## src/rtl/key_debounce_fsm.sv

```systemverilog
// Debounce and event stage for one mechanical key: two-flop synchroniser,
// stable-count qualification of each edge, registered press/release/long pulses.
module key_debounce_fsm #(
  parameter int DEB_CYCLES  = 15,
  parameter int LONG_CYCLES = 100,
  parameter int CNT_W       = 8
) (
  input  logic clk,
  input  logic rst,
  input  logic key_in,
  output logic key_level,
  output logic key_press,
  output logic key_release,
  output logic key_long
);

  typedef enum logic [1:0] {IDLE, PRESS_CHK, HELD, RELEASE_CHK} state_t;

  localparam logic [CNT_W-1:0] DEB_LAST  = CNT_W'(DEB_CYCLES - 1);
  localparam logic [CNT_W-1:0] LONG_LAST = CNT_W'(LONG_CYCLES - 1);
  localparam logic [CNT_W-1:0] LONG_SAT  = CNT_W'(LONG_CYCLES);

  logic             s1, key_s;
  state_t           state, state_nxt;
  logic [CNT_W-1:0] deb_cnt, deb_nxt;
  logic [CNT_W-1:0] long_cnt, long_nxt;
  logic             long_done, done_nxt;
  logic             level_nxt, press_nxt, release_nxt, long_pulse_nxt;

  always_ff @(posedge clk) begin
    if (rst) begin
      s1    <= 1'b0;
      key_s <= 1'b0;
    end else begin
      s1    <= key_in;
      key_s <= s1;
    end
  end

  always_ff @(posedge clk) begin
    if (rst) begin
      state       <= IDLE;
      deb_cnt     <= '0;
      long_cnt    <= '0;
      long_done   <= 1'b0;
      key_level   <= 1'b0;
      key_press   <= 1'b0;
      key_release <= 1'b0;
      key_long    <= 1'b0;
    end else begin
      state       <= state_nxt;
      deb_cnt     <= deb_nxt;
      long_cnt    <= long_nxt;
      long_done   <= done_nxt;
      key_level   <= level_nxt;
      key_press   <= press_nxt;
      key_release <= release_nxt;
      key_long    <= long_pulse_nxt;
    end
  end

  always_comb begin
    state_nxt      = state;
    deb_nxt        = deb_cnt;
    long_nxt       = long_cnt;
    done_nxt       = long_done;
    level_nxt      = key_level;
    press_nxt      = 1'b0;
    release_nxt    = 1'b0;
    long_pulse_nxt = 1'b0;
    case (state)
      IDLE: begin
        if (key_s) begin
          state_nxt = PRESS_CHK;
          deb_nxt   = '0;
        end
      end
      PRESS_CHK: begin
        if (!key_s) begin
          state_nxt = IDLE;
          deb_nxt   = '0;
        end else if (deb_cnt == DEB_LAST) begin
          state_nxt = HELD;
          level_nxt = 1'b1;
          press_nxt = 1'b1;
          long_nxt  = '0;
          done_nxt  = 1'b0;
        end else begin
          deb_nxt = deb_cnt + CNT_W'(1);
        end
      end
      HELD: begin
        if (key_s) begin
          if (long_cnt < LONG_SAT) long_nxt = long_cnt + CNT_W'(1);
          // long_done keeps a saturated counter from re-arming the pulse
          if (long_cnt == LONG_LAST && !long_done) begin
            long_pulse_nxt = 1'b1;
            done_nxt       = 1'b1;
          end
        end else begin
          state_nxt = RELEASE_CHK;
          deb_nxt   = '0;
        end
      end
      RELEASE_CHK: begin
        // a bounce back high resumes HELD with long_cnt untouched
        if (key_s) begin
          state_nxt = HELD;
        end else if (deb_cnt == DEB_LAST) begin
          state_nxt   = IDLE;
          level_nxt   = 1'b0;
          release_nxt = 1'b1;
        end else begin
          deb_nxt = deb_cnt + CNT_W'(1);
        end
      end
      default: state_nxt = IDLE;
    endcase
  end

endmodule

```

## config.mk

```make
export PLATFORM = sky130hd
export DESIGN_NAME = key_debounce_fsm
export DESIGN_NICKNAME = d
export VERILOG_FILES = /design/src/rtl/key_debounce_fsm.sv
export SDC_FILE = /design/constraint.sdc
export NUM_CORES = 1
export LEC_CHECK = 0
export BUFFER_PORTS_ARGS = -buffer_cell sky130_fd_sc_hd__clkbuf_2
export CAP_MARGIN = 20
export CELL_PAD_IN_SITES_DETAIL_PLACEMENT = 1
export CELL_PAD_IN_SITES_GLOBAL_PLACEMENT = 1
export CORE_ASPECT_RATIO = 0.8
export CORE_UTILIZATION = 45
export DETAILED_ROUTE_END_ITERATION = 6
export PLACE_DENSITY_LB_ADDON = 0.1
export SYNTH_ARGS = -nofsm -noshare
export SYNTH_HDL_FRONTEND = slang
export SYNTH_SLANG_ARGS = --single-unit
```

## constraint.sdc

```tcl
create_clock -name clk -period 2.2 [get_ports clk]
set_input_delay 0 -clock clk [delete_from_list [all_inputs] [get_ports clk]]
set_output_delay 0 -clock clk [all_outputs]
set_load 0.02 [all_outputs]
```

=== Word level (Yosys, flattened, before mapping) ===
Cells that the tools add are included.

* Add/sub/neg operators: 2
* Multiply operators: 0
* Div/mod/pow operators: 0
* Magnitude comparators: 1
* Eq/ne operators: 16
* Shifts and indexed selects: 0
* Multiplexer cells: 29
* Bitwise logic cells: 4
* Reductions and logical operators: 13

{| class="wikitable"
|+ Operator list
! kind !! count
|-
| $mux W8 || 9
|-
| $pmux W8 S4 || 1
|-
| $ne A2 B2 Y1 const B || 9
|-
| $add A8 B1 Y8 const B || 2
|-
| $pmux W8 S2 || 1
|-
| $reduce_and A5 Y1 || 3
|-
| $mux W2 || 6
|-
| $mux W1 || 9
|-
| $reduce_or A3 Y1 || 3
|-
| $eq A8 B4 Y1 const B || 1
|-
| $eq A8 B7 Y1 const B || 1
|-
| $lt A8 B7 Y1 const B || 1
|-
| $pmux W2 S4 || 1
|-
| $ne A3 B3 Y1 const B || 2
|-
| $eq A2 B2 Y1 const B || 2
|-
| $not A1 Y1 || 4
|-
| $pmux W1 S2 || 2
|-
| $reduce_and A4 Y1 || 1
|-
| $reduce_bool A2 Y1 || 2
|-
| $reduce_and A3 Y1 || 1
|-
| $eq A2 B1 Y1 const B || 1
|-
| $logic_not A2 Y1 || 1
|-
| $logic_and A1 B1 Y1 || 1
|-
| $logic_not A1 Y1 || 1
|}

* Bits in registers: 25
* Bits in latches: 0
* Bits in writable memories: 0
* Bits in read-only memories: 0
* Input bits: 3
* Output and inout bits: 4
* Word-level logic and storage cells: 75
* Memories: 0

=== Depth between registers and ports, before layout ===
Gate-level depths: netlist of run 1.

* Depth in word-level cells: 5
* Mapped depth: 6
* Mapped depth without buffers: 6

=== Least setup slack after synthesis of run 1 ===
Ideal clock, no wire load.

* Path type: register to register
* Start point: register long_cnt[2]
* End point: register long_cnt[3]
* Setup time: 0.072 ns
* Data arrival time: 1.587 ns
* Data required time: 2.128 ns
* Path slack: 0.541 ns
* Cell stages (with the launch flop): 6
* Buffers on the path: 1
* Period minus slack after synthesis: 1.659 ns
* Cells stage by stage: dfxtp_1 o311a_1 or4_1 buf_2 a21oi_1 mux2i_1

* Longest elaborated chain between the ends: 4
* Elaborated cells on any way between the ends: 7
* Those cells by class: 1 x add/sub; 1 x order compare; 1 x eq/ne; 3 x mux; 1 x reduce/logical

{| class="wikitable"
|+ RTL lines
! item !! RTL line !! source
|-
| from (decl) || 26 || <nowiki>logic [CNT_W-1:0] long_cnt, long_nxt;</nowiki>
|-
| from (signal assigned) || 53 || <nowiki>long_cnt <= long_nxt;</nowiki>
|-
| $add A8 B1 Y8 || 94 || <nowiki>if (long_cnt < LONG_SAT) long_nxt = long_cnt + CNT_W'(1);</nowiki>
|-
| $mux W8 || 94 ||
|-
| $mux W8 || 93 || <nowiki>if (key_s) begin</nowiki>
|-
| $pmux W8 S2 || 71 || <nowiki>case (state)</nowiki>
|}

Parallel ways exist; a longest one is shown, timed or not. The select of a mux whose other input is x is not followed.
A chain may end at the register's enable or synchronous reset.

=== Final worst setup path of run 1 ===
* Start point: register deb_cnt[0]
* End point: register long_cnt[3]

* Longest elaborated chain between the ends: 3

{| class="wikitable"
|+ RTL lines
! item !! RTL line !! source
|-
| from (decl) || 25 || <nowiki>logic [CNT_W-1:0] deb_cnt, deb_nxt;</nowiki>
|-
| from (signal assigned) || 52 || <nowiki>deb_cnt <= deb_nxt;</nowiki>
|-
| $eq A8 B4 Y1 || 82 || <nowiki>end else if (deb_cnt == DEB_LAST) begin</nowiki>
|-
| $ne A2 B2 Y1 (no line) || - ||
|-
| $reduce_and A5 Y1 (no line) || - ||
|}

Every way passes these cells.

==> metrics.md, run 1 <==
| Metric | Value |
|---|---|
| Syn Inst Count | `141` |
| CP Data Required Time | `2.45 ns` |
| Vias in the first global route | `1,067` |
| FF/Latch Area | `500 sq um` |
| Yosys reg bits | `25` |
| Net Count, Synth | `147` |
| Vias | `1,048` |
| Global routing usage on met3 | `0.0743` |
| First DRT Iteration DRCs | `39` |
| Post-DP HPWL | `2110 um` |
| Hold WC Path Type | `in2reg` |
| Die Ht | `49.1 um` |
| Largest net degree at the start of global routing | `17` |
| Routed vias/inst | `5.76` |
| H-tree Lvls | `1` |
| RSZ-0062 raised after global routing | `no` |
| CTS root buffer | `clkbuf_4` |
| Core area | `2540 sq um` |
| Initial antenna violation count | `0` |
| Fillers | `326` |
| CTS buffer count | `3` |
| Final Max Slew Viols | `0` |
| Synth cell types | `39` |
| Layout area overhead | `6.82%` |
| PD cells | `521 nW/um^2` |
| Synth warn | `0` |
| Crit path kind | `reg2reg` |
| CP Max Fanout | `8` |
| Hold path depth | `2` |
| Slew HR | `0.674` |
| Seq/Total Area, Yosys | `0.401` |
| Status | `completed` |
| Worst skew pair latency | `0.32 ns` |
| CTS clk-pin slew, worst paths | `0.12 ns` |
| DIE AREA | `2990 sq um` |
| Worst setup SP type | `flop` |
| R2R cell count | `6` |
| First-pass GRT wire length | `5100 um` |
| Max Cap Violations | `0` |
| Synthesized area per cell | `8.85 sq um` |
| Area of the multi-input gates | `706 sq um` |
| Synthesized area | `1250 sq um` |
| Io pins | `7` |
| Horiz. Die Dim | `60.9 um` |
| Clock sink total | `25` |
| Wire length per cell | `15.3 um` |
| GR peak layer | `met1` |
| CTS max path bufs | `2` |
| DRC violations left | `0` |
| GRT overflow | `0` |
| Worst EP arrival | `2.15 ns` |
| CP endpoint kind | `flop` |
| Final setup fails | `0` |
| Commonest cells after routing, fill and taps aside | `dfxtp_1, a21oi_1, nand2_1` |
| Grt met2 use | `0.330` |
| CTS tree | `built` |
| Crit share post-route | `0.865` |
| Post-DRT Antenna Nets | `0` |
| Placement row count | `16` |
| Antenna Diode Count | `0` |
| Final hold vios | `0` |
| Share of layout cells above drive strength 1 | `0.0822` |
| Clock Skews | `0.00239 ns` |
| Pre-Repair DR Iteration Count | `4` |
| Worst vdd ir | `0.392 mV` |
| Port bufs | `6` |
| Worst-margin pin slew | `0.487 ns` |
| Most common cell after layout, fill and taps aside | `dfxtp_1` |
| Setup TNS | `0 ns` |
| Pleak | `0.501 nW` |
| Post-layout util | `0.524` |
| Post-layout minimum cycle time | `1.90 ns` |
| Drt total wl | `2790 um` |
| Placer Congestion | `0.840` |
| GR Util All Layers | `0.230` |
| Initial cell density of the core | `0.491` |
| Fmax | `0.525 GHz` |
| M1 GR Usage | `0.338` |
| Post-cts repair resize count | `0` |
| Post-layout nets | `153` |
[final timing paths]
kind / start / to / slack (ns)
setup reg to reg: deb_cnt[0] / long_cnt[3] / 0.30
hold reg to reg: s1 / key_s / 0.46
setup / recovery: deb_cnt[0] / long_cnt[3] / 0.30
hold / removal: rst / deb_cnt[3] / 0.08
[what timing repair did]
action,CTS,global route
setup buffers,0,0
hold endpoints to repair,1,0
hold buffers,1,0
[power breakdown]
group          total (mW)  switching, mW  internal [mW]
combinational      0.0336         0.0213         0.0124
sequential          0.462        0.00491          0.457
clock               0.199          0.128         0.0710
[per-stage QoR]
stage          instance area [sq um]  cells  setup slack (ns)  total power [mW]  hold WS (ns)
5_1_grt                         1330    182            0.0466             0.728        0.0888
4_1_cts                         1330    182             0.269             0.704        0.0628
3_3_place_gp                    1300    177             0.443             0.503         0.216
2_1_floorplan                   1250    141             0.541             0.494        0.0716
3_5_place_dp                    1300    177             0.296             0.504         0.228
6_report                        1330    182             0.296             0.694        0.0804
[cells by family after synthesis]
family,after synthesis,share of synthesized area
compound gates,34,0.175
xor+xnor,4,0.0281
mux,6,0.0481
simple gates,59,0.285
fa+ha+maj,3,0.0301
flops,25,0.401
buf+inv,10,0.0331
[flip-flops by register name (all words and copies together), names as in the netlist, named ones only]
name / cells
long_cnt: 8
key_press: 1
key_level: 1
key_s: 1
deb_cnt: 8
long_done: 1
key_long: 1
s1: 1
state: 1
key_release: 1
[critical path: stages (launching register included)]
cell and delay, ns:
dfxtp_1 0.38, inv_1 0.07, ha_1 0.14, nor4b_4 0.42, nand4_1 0.32, a21oi_1 0.27
mux2i_1 0.22
[cells in the mapped netlist]
cell type | number | area (sq um)
clkbuf_1 | 3 | 11.3
nand2_1 | 11 | 41.3
xor2_1 | 2 | 17.5
a41oi_2 | 1 | 16.3
and3_1 | 1 | 6.26
nand4b_1 | 1 | 8.76
and4_1 | 1 | 8.76
nand4_1 | 4 | 25.0
nor4_1 | 2 | 12.5
a21boi_0 | 1 | 7.51
inv_1 | 4 | 15.0
mux2i_1 | 6 | 60.1
nor4bb_1 | 1 | 10.0
o21ba_2 | 1 | 10.0
nor4b_4 | 1 | 23.8
and3b_1 | 2 | 17.5
dfxtp_1 | 25 | 500
o21bai_1 | 2 | 15.0
xnor2_1 | 2 | 17.5
o21a_1 | 1 | 7.51
a21oi_1 | 13 | 65.1
ha_1 | 3 | 37.5
or3_1 | 2 | 12.5
nand3_1 | 6 | 30.0
or4_1 | 3 | 22.5
and2_1 | 3 | 18.8
nor2_1 | 6 | 22.5
o2111a_1 | 1 | 11.3
buf_2 | 3 | 15.0
nor3b_1 | 1 | 7.51
nor3_1 | 4 | 20.0
a211oi_1 | 2 | 15.0
a22oi_1 | 1 | 7.51
o21ai_0 | 9 | 45.0
o31ai_1 | 1 | 7.51
nand4bb_1 | 1 | 11.3
nor2b_1 | 5 | 31.3
nand2b_1 | 4 | 25.0
o311a_1 | 1 | 10.0
[per-layer routing]
layer | part of all wire | up-vias
li1 | - | 527
met1 | 0.51 | 492
met2 | 0.42 | 25
met3 | 0.065 | 4
met4 | 0.0086 | 0
met5 | 0 | -
[cell type report]
class | count | share of cell area
Clock buffer | 4 | 0.0197
Sequential cell | 25 | 0.376
Inverter | 4 | 0.0113
Multi-Input combinational cell | 106 | 0.530
Timing Repair Buffer | 7 | 0.0300
Tap cell | 36 | 0.0338
(Power assumes the default switching activity.)
==> inputs of run 2 (changes only) <==
CORE_UTILIZATION = 40   (was 45)
SETUP_SLACK_MARGIN = 0.05   (was default)
clock period = 1.6 ns   (was 2.2 ns; I/O delays follow)
==> run 2 against run 1 <==
Effect of this change: the flow now finishes with violations (setup timing); combinational power increased by 100%; register-to-register slack got worse by 0.34 ns; sequential share of layout area fell by 7.6 points; utilization rose by 7.2 points; non-clock buffer count increased by 27; die area is 12% higher; critical path type unchanged; critical endpoint unchanged.
==> metrics.md, run 2 (same netlist as run 1, synthesis figures left out) <==
| Metric | Value |
|---|---|
| GRT overflow | `0 (unchanged)` |
| Crit share post-route | `1.03 (+0.165)` |
| FF/Latch Area | `509 sq um (+1.7%)` |
| CTS tree | `built` |
| Crit path kind | `reg2reg` |
| Horiz. Die Dim | `64.4 um (+5.9%)` |
| R2R cell count | `4 (-2)` |
| Largest net degree at the start of global routing | `17 (unchanged)` |
| Switching part of the total | `0.226 (+0.00386)` |
| Vias in the first global route | `1,213 (+14%)` |
| Max Cap Violations | `0 (unchanged)` |
| Drt total wl | `3760 um (+35%)` |
| Final Power | `1.08 mW (+55%)` |
| Hold WS | `0.151 ns (+0.0710 ns)` |
| Pleak | `0.660 nW (+32%)` |
| Clock power frac | `0.349 (+0.063)` |
| Placement row count | `17 (+1)` |
| Area after DPL | `1500 sq um (+16%)` |
| Status | `finished with violations` |
| Worst EP arrival | `1.84 ns (-0.31 ns)` |
| Core area | `2850 sq um (+12%)` |
| Worst Hold End | `state[0]` |
| Share of layout cells above drive strength 1 | `0.410 (+0.328)` |
| Vias | `1,199 (+14%)` |
| Placement Setup Slack | `-0.172 ns (-0.468 ns)` |
| Final setup fails | `2 (+2)` |
| Worst r2r dst | `long_cnt[3]` |
| CP peak stage delay | `0.49 ns (+0.07 ns)` |
| Crit path cell chain | `o311a_1, or4_4, a21oi_2, mux2i_1` |
| Post-DP HPWL | `2610 um (+24%)` |
| H-tree Lvls | `1 (unchanged)` |
| Port bufs | `6 (unchanged)` |
| Psw | `0.243 mW (+58%)` |
| Worst-margin pin slew | `0.374 ns (-0.113 ns)` |
| Post-layout nets | `180 (+18%)` |
| CP Max Fanout | `6 (-2)` |
| Largest registers | `deb_cnt x8, long_cnt x8` |
| Internal power | `0.834 mW (+55%)` |
| Pre-Repair DR Iteration Count | `4 (unchanged)` |
| GR Util All Layers | `0.238 (+0.00721)` |
| Worst Slack Setup Final | `-0.0480 ns (-0.344 ns)` |
| Post-layout util | `0.597 (+0.0725)` |
| Slew HR | `0.751 (+0.0768)` |
| Final hold vios | `0 (unchanged)` |
| Hold WC Path Type | `in2reg` |
| Worst reg2reg setup slack | `-0.05 ns (-0.34 ns)` |
| Worst skew pair latency | `0.27 ns (-0.05 ns)` |
| Fillers | `327 (+0.31%)` |
| Fmax | `0.607 GHz (+16%)` |
| First DRT Iteration DRCs | `37 (-5.1%)` |
| Wire length per cell | `17.8 um (+16%)` |
| First-pass GRT wire length | `5840 um (+15%)` |
| CTS max path bufs | `2 (unchanged)` |
| Most common cell after layout, fill and taps aside | `buf_4` |
| Initial cell density of the core | `0.438 (-0.0530)` |
| Die Ht | `52.0 um (+5.8%)` |
| Placer Congestion | `0.811 (-3.5%)` |
| RSZ-0062 raised after global routing | `yes` |
| Layout area overhead | `36.3%` |
| Clock Skews | `0.00662 ns (+0.00423 ns)` |
| CP endpoint kind | `flop` |
| Clock sink total | `25 (unchanged)` |
| CTS root buffer | `clkbuf_8` |
| Min-delay src | `rst` |
| Antenna Diode Count | `0 (unchanged)` |
| Post-DRT Antenna Nets | `0 (unchanged)` |
| DIE AREA | `3350 sq um (+12%)` |
| Hold path depth | `2 (unchanged)` |
| Sequential share of power | `0.587 (-0.078)` |
| DRC violations left | `0 (unchanged)` |
| Worst setup SP type | `flop` |
| Initial antenna violation count | `0 (unchanged)` |
| CP max stage cell | `or4_4` |
| CTS buffer count | `3 (unchanged)` |
| Comb power frac | `0.064 (+0.016)` |
| Routed vias/inst | `5.68 (-1.3%)` |
| Final Max Slew Viols | `0 (unchanged)` |
| Commonest cells after routing, fill and taps aside | `buf_4, dfxtp_1, nand2_1` |
| Worst r2r src | `long_cnt[4]` |
| Io pins | `7 (unchanged)` |
| CP Data Required Time | `1.79 ns (-0.66 ns)` |
| Final instance area | `1700 sq um (+28%)` |
| Area of the multi-input gates | `830 sq um (+18%)` |
| Worst vdd ir | `0.623 mV (+59%)` |
| Violated checks | `setup timing` |
| CTS clk-pin slew, worst paths | `0.08 ns (-0.04 ns)` |
| PD cells | `634 nW/um^2 (+22%)` |
| Post-layout minimum cycle time | `1.65 ns (-0.256 ns)` |
-- run 2: worst max-delay path by stage --
stage | from | end | slack [ns] | cells past startpoint
2_1_floorplan | long_cnt[2] | long_cnt[3] | -0.04 | 5
3_3_place_gp | long_cnt[2] | long_cnt[3] | -0.09 | 4
3_5_place_dp | long_cnt[2] | long_cnt[3] | -0.17 | 4
4_1_cts | long_cnt[4] | long_cnt[3] | -0.04 | 4
5_1_grt | deb_cnt[0] | long_cnt[1] | -0.11 | 7
6_report | long_cnt[4] | long_cnt[3] | -0.05 | 4
-- run 2: final cells by class --
class,instances,share of cell area
multi-input combinational,106,0.488
sequential,25,0.299
timing repair buffer,34,0.149
tap,38,0.0280
clock buffer,4,0.0265
inverter,4,0.00883
-- run 2: critical path, delay by kind of cell (launching register included) --
| family | cells | cell delay (ns) |
|---|---|---|
| AOI/OAI and AO/OA | 2 | 0.54 |
| and+or+nand+nor | 1 | 0.49 |
| DFF | 1 | 0.33 |
| muxes | 1 | 0.21 |
-- run 2: metal layers --
| metal | vias up | wire length (um) | GRT usage |
|---|---|---|---|
| li1 | 575 | - | - |
| met1 | 599 | 1780 | 0.290 |
| met2 | 23 | 1850 | 0.430 |
| met3 | 2 | 111 | 0.0504 |
| met4 | 0 | 17 | 0.0519 |
| met5 | - | 0 | 0 |
-- run 2: what timing repair did --
| item | 4_1_cts | 5_1_grt |
|---|---|---|
| pin swaps | 7 | 9 |
| hold buffers | 1 | 0 |
| setup buffers | 1 | 3 |
| gates resized for setup | 20 | 19 |
| hold endpoints to repair | 1 | 0 |
| endpoints found under the setup margin | 20 | 16 |
-- run 2: stage by stage --
stage / setup TNS (ns) / std cells
finish: -0.0848 / 211
floorplan: -0.125 / 141
global route: -0.541 / 211
detailed placement: -0.790 / 204
CTS: -0.0486 / 210
global placement: -0.425 / 204
-- run 2: power groups by stage --
stage	logic, mW	clock network [mW]	registers (mW)
3_3_place_gp	0.0544	0	0.646
4_1_cts	0.0635	0.386	0.632
6_report	0.0684	0.376	0.633
2_1_floorplan	0.0313	0	0.647
3_5_place_dp	0.0580	0	0.646
5_1_grt	0.0742	0.405	0.634
